File: config.mk
export PLATFORM = sky130hd
export DESIGN_NAME = ram_blk_pipe
export DESIGN_NICKNAME = d
export VERILOG_FILES = /design/src/rtl/ram_blk_pkg.sv /design/src/rtl/ram_blk_init_fsm.sv /design/src/rtl/ram_blk_pipe.sv
export SDC_FILE = /design/constraint.sdc
export NUM_CORES = 1
export LEC_CHECK = 0
export CORE_MARGIN = 2
export CORE_UTILIZATION = 65
export DETAILED_ROUTE_END_ITERATION = 16
export PLACE_DENSITY = 0.83
export SLEW_MARGIN = 20
export SYNTH_ARGS = -nofsm -noshare
export SYNTH_HDL_FRONTEND = slang
export SYNTH_HIERARCHICAL = 1
export SYNTH_SLANG_ARGS = --single-unit
File: constraint.sdc
create_clock -name clk -period 4.6 [get_ports clk]
set_input_delay 0.69 -clock clk [delete_from_list [all_inputs] [get_ports clk]]
set_output_delay 0.69 -clock clk [all_outputs]
set_load 0.05 [all_outputs]
File: src/rtl/ram_blk_pkg.sv
// Shared types and helpers for the pipelined block RAM.
// Parity lanes exist only when RAM_BLK_PARITY_EN is defined.
package ram_blk_pkg;

  typedef enum logic {
    ST_INIT = 1'b0,
    ST_RUN  = 1'b1
  } state_t;

  localparam int unsigned COLL_READ_OLD   = 0;
  localparam int unsigned COLL_WRITE_THRU = 1;

  function automatic int unsigned byte_lanes(input int unsigned data_bits);
    return data_bits / 8;
  endfunction

  // Even parity: stored bit makes the 9-bit lane have an even number of ones.
  function automatic logic byte_parity(input logic [7:0] b);
    return ^b;
  endfunction

endpackage

File: src/rtl/ram_blk_init_fsm.sv
// Post-reset zero-initialisation sequencer: walks every address once, then
// parks in RUN until the next reset.
module ram_blk_init_fsm
  import ram_blk_pkg::*;
#(
  parameter int unsigned ADDR_BITS = 5
) (
  input  logic                 clk,
  input  logic                 aresetn,
  output logic                 init_we,
  output logic [ADDR_BITS-1:0] init_addr,
  output logic                 init_done
);

  state_t state;

  always_ff @(posedge clk or negedge aresetn) begin
    if (!aresetn) begin
      state     <= ST_INIT;
      init_addr <= '0;
      init_we   <= 1'b1;
      init_done <= 1'b0;
    end else begin
      case (state)
        ST_INIT: begin
          if (init_addr == '1) begin
            state     <= ST_RUN;
            init_we   <= 1'b0;
            init_done <= 1'b1;
          end else begin
            init_addr <= init_addr + 1'b1;
          end
        end
        ST_RUN: begin
          state <= ST_RUN;
        end
        default: begin
          state <= ST_INIT;
        end
      endcase
    end
  end

endmodule

File: src/rtl/ram_blk_pipe.sv
// Simple dual-port RAM with byte enables, registered read pipeline (1 or 2
// cycles), defined collision behaviour and post-reset zero fill.
// Optional per-byte even parity: define RAM_BLK_PARITY_EN.
module ram_blk_pipe
  import ram_blk_pkg::*;
#(
  parameter int unsigned ADDR_BITS      = 5,
  parameter int unsigned DATA_BITS      = 32,
  parameter int unsigned RD_LATENCY     = 1,
  parameter int unsigned COLLISION_MODE = 0
) (
  input  logic                   clk,
  input  logic                   aresetn,
  input  logic                   wr_en,
  input  logic [ADDR_BITS-1:0]   wr_addr,
  input  logic [DATA_BITS-1:0]   wr_data,
  input  logic [DATA_BITS/8-1:0] wr_be,
  input  logic                   rd_en,
  input  logic [ADDR_BITS-1:0]   rd_addr,
  output logic [DATA_BITS-1:0]   rd_data,
  output logic                   rd_valid,
  output logic [DATA_BITS/8-1:0] rd_perr,
  output logic                   init_done
);

  localparam int unsigned DEPTH = 2 ** ADDR_BITS;
  localparam int unsigned NB    = byte_lanes(DATA_BITS);

  logic                 init_we;
  logic                 init_run;
  logic [ADDR_BITS-1:0] init_addr;

  ram_blk_init_fsm #(
    .ADDR_BITS(ADDR_BITS)
  ) u_init (
    .clk      (clk),
    .aresetn  (aresetn),
    .init_we  (init_we),
    .init_addr(init_addr),
    .init_done(init_run)
  );

  assign init_done = init_run;

  // User ports are only honoured once the zero fill is complete.
  logic user_we;
  logic user_re;
  assign user_we = wr_en & init_run;
  assign user_re = rd_en & init_run;

  logic                 mem_we;
  logic [ADDR_BITS-1:0] mem_addr;
  logic [DATA_BITS-1:0] mem_data;
  logic [NB-1:0]        mem_be;

  assign mem_we   = init_we | user_we;
  assign mem_addr = init_we ? init_addr : wr_addr;
  assign mem_data = init_we ? '0 : wr_data;
  assign mem_be   = init_we ? '1 : wr_be;

  logic [DATA_BITS-1:0] mem [DEPTH];

  always_ff @(posedge clk) begin
    if (mem_we) begin
      for (int unsigned i = 0; i < NB; i++) begin
        if (mem_be[i]) mem[mem_addr][8*i +: 8] <= mem_data[8*i +: 8];
      end
    end
  end

`ifdef RAM_BLK_PARITY_EN
  logic [NB-1:0] par_mem [DEPTH];
  logic [NB-1:0] wr_par;

  always_comb begin
    wr_par = '0;
    for (int unsigned i = 0; i < NB; i++) begin
      wr_par[i] = byte_parity(mem_data[8*i +: 8]);
    end
  end

  always_ff @(posedge clk) begin
    if (mem_we) begin
      for (int unsigned i = 0; i < NB; i++) begin
        if (mem_be[i]) par_mem[mem_addr][i] <= wr_par[i];
      end
    end
  end
`endif

  // Read port: the array is read before this edge's write lands, so the
  // write-through case must splice enabled write lanes in explicitly.
  logic                 coll;
  logic [DATA_BITS-1:0] rd_word;
  logic [NB-1:0]        rd_chk;

  assign coll = user_we && (wr_addr == rd_addr) &&
                (COLLISION_MODE == COLL_WRITE_THRU);

`ifdef RAM_BLK_PARITY_EN
  logic [NB-1:0] rd_par;

  always_comb begin
    rd_word = mem[rd_addr];
    rd_par  = par_mem[rd_addr];
    rd_chk  = '0;
    for (int unsigned i = 0; i < NB; i++) begin
      if (coll && wr_be[i]) begin
        rd_word[8*i +: 8] = wr_data[8*i +: 8];
        rd_par[i]         = wr_par[i];
      end
      rd_chk[i] = byte_parity(rd_word[8*i +: 8]) ^ rd_par[i];
    end
  end
`else
  always_comb begin
    rd_word = mem[rd_addr];
    rd_chk  = '0;
    for (int unsigned i = 0; i < NB; i++) begin
      if (coll && wr_be[i]) rd_word[8*i +: 8] = wr_data[8*i +: 8];
    end
  end
`endif

  logic                 s1_valid;
  logic [DATA_BITS-1:0] s1_data;
  logic [NB-1:0]        s1_perr;

  always_ff @(posedge clk or negedge aresetn) begin
    if (!aresetn) begin
      s1_valid <= 1'b0;
      s1_data  <= '0;
      s1_perr  <= '0;
    end else begin
      s1_valid <= user_re;
      if (user_re) s1_data <= rd_word;
      s1_perr  <= user_re ? rd_chk : '0;
    end
  end

  generate
    if ((DATA_BITS % 8) != 0 || DATA_BITS == 0) begin : g_bad_width
      $error("ram_blk_pipe: DATA_BITS must be a non-zero multiple of 8");
    end

    if (RD_LATENCY == 1) begin : g_lat1
      assign rd_data  = s1_data;
      assign rd_valid = s1_valid;
      assign rd_perr  = s1_perr;
    end else if (RD_LATENCY == 2) begin : g_lat2
      logic                 s2_valid;
      logic [DATA_BITS-1:0] s2_data;
      logic [NB-1:0]        s2_perr;

      always_ff @(posedge clk or negedge aresetn) begin
        if (!aresetn) begin
          s2_valid <= 1'b0;
          s2_data  <= '0;
          s2_perr  <= '0;
        end else begin
          s2_valid <= s1_valid;
          if (s1_valid) s2_data <= s1_data;
          s2_perr  <= s1_valid ? s1_perr : '0;
        end
      end

      assign rd_data  = s2_data;
      assign rd_valid = s2_valid;
      assign rd_perr  = s2_perr;
    end else begin : g_bad_lat
      $error("ram_blk_pipe: RD_LATENCY must be 1 or 2");
    end
  endgenerate

endmodule

# Word-level counts from Yosys, hierarchy flattened

Memories as Yosys holds them, arrays and structs flattened. A register that Yosys moved wholly into a read port is not among the register bits.
Index checks and enable logic that the tools add are counted.

Register bits: 9
RAM bits: 1024
Input port bits: 50
Output and inout bits: 38
Word-level logic and storage cells: 33
Memories: 1

Memories:

| name | depth | width | rd ports | clocked after memory_dff | write ports | RTL line           | source |
|---|---|---|---|---|---|---|---|
| mem  | 32    | 32    | 1        | 1                        | 1           | ram_blk_pipe.sv:61 | `logic [DATA_BITS-1:0] mem [DEPTH];` |

Add/sub/neg operators: 1
Equality and inequality tests: 1
Multiplexer cells: 17
Bitwise gates (word level): 5
Reductions and logical operators: 3

Operators by type and width:

| kind                                                          | number |
|---|---|
| 32-bit two-way mux                                            | 1 |
| 1-bit two-way mux                                             | 13 |
| 5-bit by 1-bit adder with 5-bit output, second input constant | 1 |
| 5-bit == test, second input constant                          | 1 |
| 5-bit two-way mux                                             | 1 |
| 4-bit two-way mux                                             | 1 |
| 2-bit AND reduction                                           | 2 |
| 1-bit AND                                                     | 2 |
| 1-bit inverter                                                | 2 |
| 1-bit one-hot mux with 2 select lines                         | 1 |
| 1-bit zero test                                               | 1 |
| 1-bit bitwise OR                                              | 1 |

# Longest topological paths before layout

Word-level depth: 4
Mapped depth: 8
Depth with buffers taken out: 6

# Cells and area by module

Netlist, hierarchy kept.

By module, submodules not included:

| module           | times used | cells each | area an instance (sq um) | seq. area each (sq um) |
|---|---|---|---|---|
| ram_blk_pipe     | 1          | 2376       | 41996.5                  | 31575.3 |
| ram_blk_init_fsm | 1          | 23         | 331.6                    | 201.4 |

# Least setup slack after synthesis

Ideal clock, no wire load.

Path kind: flip-flop to flip-flop
Start: register u_init.init_we
End: memory mem[13][0] (enable)
Setup time: 0.383 ns
Data arrival time: 2.146 ns
Required time: 4.217 ns
Slack: 2.071 ns
Cell stages (with the launch flop): 8
Path buffers: 3
Clock period less this slack: 2.529 ns
Cell sequence: dfstp_2 buf_2 buf_2 nand2_1 o22ai_1 nand2_1 clkbuf_1 nor3_1

Longest elaborated chain between the ends: 4
Elaborated cells between the ends (all ways): 6
Classes of those cells: 5 x mux; 1 x bitwise

RTL lines:

| element                                 | RTL line               | source |
|---|---|---|
| from (decl)                             | ram_blk_init_fsm.sv:10 | `output logic init_we,` |
| from (signal assigned)                  | ram_blk_init_fsm.sv:21 | `init_we <= 1'b1;` |
| from (signal assigned)                  | ram_blk_init_fsm.sv:28 | `init_we <= 1'b0;` |
| 4-bit two-way mux                       | ram_blk_pipe.sv:59     | `assign mem_be = init_we ? '1 : wr_be;` |
| 1-bit two-way mux                       | ram_blk_pipe.sv:66     | `if (mem_be[i]) mem[mem_addr][8*i +: 8] <= mem_data[8*i +: 8];` |
| 1-bit two-way mux                       | ram_blk_pipe.sv:64     | `if (mem_we) begin` |
| 1-bit two-way mux (not written as such) | ram_blk_pipe.sv:66     |  |
| to (decl)                               | ram_blk_pipe.sv:61     |  |

Parallel ways exist; a longest one is shown, timed or not.

# Worst setup path after layout

Start: register u_init.init_we
End: memory mem[16][20] (enable)

Same word-level chain as after synthesis.

==> impl_results.md <==
* HP Class: primary input to async pin
* Layout Skew at 0.0188 ns
* Post-DP HPWL at 60.0 mm
* Setup crit start kind: flop
* Worst-margin pin slew at 1.18 ns
* Mean routed wirelength per cell at 29.8 um
* Distinct cells, synth at 41
* Final WS setup at 0.885 ns
* Status: completed
* Mapped Area at 42300 sq um
* Clk sinks at 1065
* CTS tree: yes
* F_max at 0.269 GHz
* Design Area, Final at 47400 sq um
* CTS H-tree depth at 3
* Cell count after synthesis at 2399
* Post-layout min period at 3.71 ns
* Drt total wl at 102 mm
* Die W at 259 um
* Filler cells at 3683
* Final setup viols at 0
* Clock Tree Buf Depth at 3
* Post-cts hold buffer count at 0
* Register area at 31800 sq um
* DR DRC count at 0
* Max-slew violation count at 0
* CTS clk-pin slew, worst paths at 0.07 ns
* Vias in the first global route at 23600
* Setup TNS Final at 0 ns
* Input/output buffers at 83
* Final core occ at 73.5%
* FP Rows at 93
* Drt pass-1 iters at 6
* Clock root cell: clkbuf_16
* DRT antenna net count at 0
* Multi-input gate area at 9850 sq um
* Design Power at 19.9 mW
* Critical Path RT at 4.89 ns
* Placed Area at 44300 sq um
* Starting Density at 65.7%
* CTS buffer count at 97
* Hold Violations, Final at 0
* Delay of the slowest critical-path stage at 0.86 ns
* Global-route usage over all layers at 30.7%
* Setup WS pre-CTS at 0.802 ns
* Max Fanout on Critical Path at 20
* Clock latency on the worst-skew pair at 0.66 ns
* Seq cells post-synth at 1065
* Routed via count at 23400
* Peak supply drop at 402 uV
* IO Count at 88
* CP max-delay cell: nor2_1
* CTS resizes at 0
* 1st-iter DRT viols at 3058
* Full die area at 67200 sq um
* Critical path arrival at 4.01 ns
* First-pass GRT wire length at 149 mm
* Core area at 64500 sq um
* CP bufs+invs at 1
* Initial antenna violation count at 3
* Yosys warnings at 6
* Pin count of the biggest net entering global routing at 129
* Vias/cell at 6.80
* Slew headroom at 21.6%
* P per Cell Area at 421 nW/um^2
* Fin nets at 2558
* Share of cells above drive strength 1 at 11.5%
* Leak pwr at 16.5 nW
* Cell Chain, Critical Path: buf_4 -> o32ai_1 -> nand3_1 -> nor2_1
* Setup Fix Bufs, Post-CTS at 0
* RSZ-0062 raised after global routing: false
* Mean Syn Cell Area at 17.6 sq um
* Register area share after synthesis at 75.1%
* Crit Path Category: flop to flop
* CP Capture Type: flop
* CP delay by family, top: simple AND/OR/NAND/NOR gates
* Die Y-Extent at 259 um
* GRT overflow at 0
* MaxCap Viol Count at 0
* Area grow syn2layout at 12.0%
* Tcrit/Tclk final at 80.8%
* Last weighted congestion value of the routability-driven placer at 0.879
## path summary, 6_finish.rpt
kind,cells past startpoint,start,to,slack [ns]
min in group clk,2,rd_data[0],rd_data[0],0.49
setup reg to reg,4,u_init/init_we,mem[16][20],0.89
setup / recovery,4,u_init/init_we,mem[16][20],0.89
hold reg to reg,2,rd_data[0],rd_data[0],0.49
hold / removal,2,aresetn,rd_data[27],0.17
max in group asynchronous,2,aresetn,rd_data[9],3.87
## flip-flops by register name, indices dropped and copies added, names as in the netlist
signal and count:
mem 1024, rd_data 32, rd_valid 1, u_init/init_addr 5
u_init/init_done 1, u_init/init_we 1, u_init/state 1
## metrics by stage
| step | instances | hold WS (ns) |
|---|---|---|
| final | 3438 | 0.169 |
| after global routing | 3437 | 0.206 |
| after CTS | 3437 | 0.177 |
| after detailed placement | 3262 | 0.483 |
| after global placement | 3262 | 0.461 |
| after floorplan | 2402 | 0.394 |
## logic make-up after synthesis
family	count (synthesis)	synth area share, %
DFF	1065	75.1
muxes	516	12.2
AOI/OAI and AO/OA	400	7.68
and+or+nand+nor	251	2.65
buffers and inverters	161	2.26
xor gates and xnor gates	3	0.0621
adders and majority gates	2	0.0591
other	1	0.00886
## power by group
| part | internal, mW | leakage (nW) | switching, mW | total, mW |
|---|---|---|---|---|
| combinational | 0.439 | 5.28 | 0.890 | 1.33 |
| sequential | 10.7 | 9.67 | 0.0494 | 10.8 |
| clock | 4.48 | 1.51 | 3.37 | 7.85 |
| total | 15.6 | 16.5 | 4.31 | 19.9 |
## cells in the mapped netlist
cell	n	share of area, %
a31oi_1	5	0.074
ha_1	2	0.059
dfstp_2	1	0.062
a221oi_1	63	1.3
o41ai_2	32	1.2
o32ai_1	3	0.062
nand4_2	1	0.030
nand2b_1	8	0.12
edfxtp_1	1024	73
conb_1	1	0.0089
nand3_1	6	0.071
xor2_1	1	0.021
o32a_1	1	0.024
buf_12	2	0.095
buf_4	36	0.64
a221oi_2	1	0.035
mux2i_1	513	12
and3b_1	1	0.021
and3_1	1	0.015
or2_2	1	0.015
o22ai_1	35	0.52
clkbuf_4	7	0.12
a22o_1	65	1.3
nor2_4	1	0.027
nor2b_1	35	0.52
and2_1	4	0.059
xnor2_1	2	0.041
inv_1	4	0.035
dfrtp_1	40	2.4
o22a_1	2	0.041
buf_2	8	0.095
a21oi_1	64	0.76
a22oi_1	129	2.3
mux2_2	3	0.080
nor3_1	24	0.28
buf_1	11	0.098
clkbuf_1	78	0.69
nand2_1	59	0.52
buf_8	9	0.32
nor2_1	110	0.98
buf_6	6	0.16
## placed cells by master (no fill, tap or decap), drive strengths merged, types with 3 or more instances in the layout
cell | Yosys | layout
a21oi | 64 | 64
a221oi | 64 | 64
a22o | 65 | 65
a22oi | 129 | 129
a31oi | 5 | 5
and2 | 4 | 4
buf | 72 | 81
bufinv | 0 | 5
clkbuf | 85 | 144
clkdlybuf4s50 | 0 | 81
clkinv | 0 | 24
conb | 1 | 4
dfrtp | 40 | 40
edfxtp | 1024 | 1024
inv | 4 | 4
mux2 | 3 | 3
mux2i | 513 | 513
nand2 | 59 | 59
nand2b | 8 | 8
nand3 | 6 | 6
nor2 | 111 | 111
nor2b | 35 | 35
nor3 | 24 | 24
o22ai | 35 | 35
o32ai | 3 | 3
o41ai | 32 | 32
## layout make-up
cell class,instances,area share (%)
Sequential cell,1065,67.1
Antenna cell,1,0.00528
Tap cell,855,2.26
Inverter,4,0.0317
Timing Repair Buffer,162,3.35
Clock inverter,31,0.602
Multi-Input combinational cell,1176,20.8
Clock buffer,144,5.91
## metal layers
layer  GRT usage (%)  up-vias  wire (um)
li1                -     9812          -
met1            40.5    11700      36800
met2            50.3     1562      50400
met3            6.13      276      10600
met4            13.1        6       4450
met5               0        -         35
## worst reg2reg max path: stages (launching register included)
cell and delay, ns:
dfstp_2 0.58, buf_4 0.38, o32ai_1 0.75, nand3_1 0.77
nor2_1 0.86
Power figures use the tool's default switching activity.
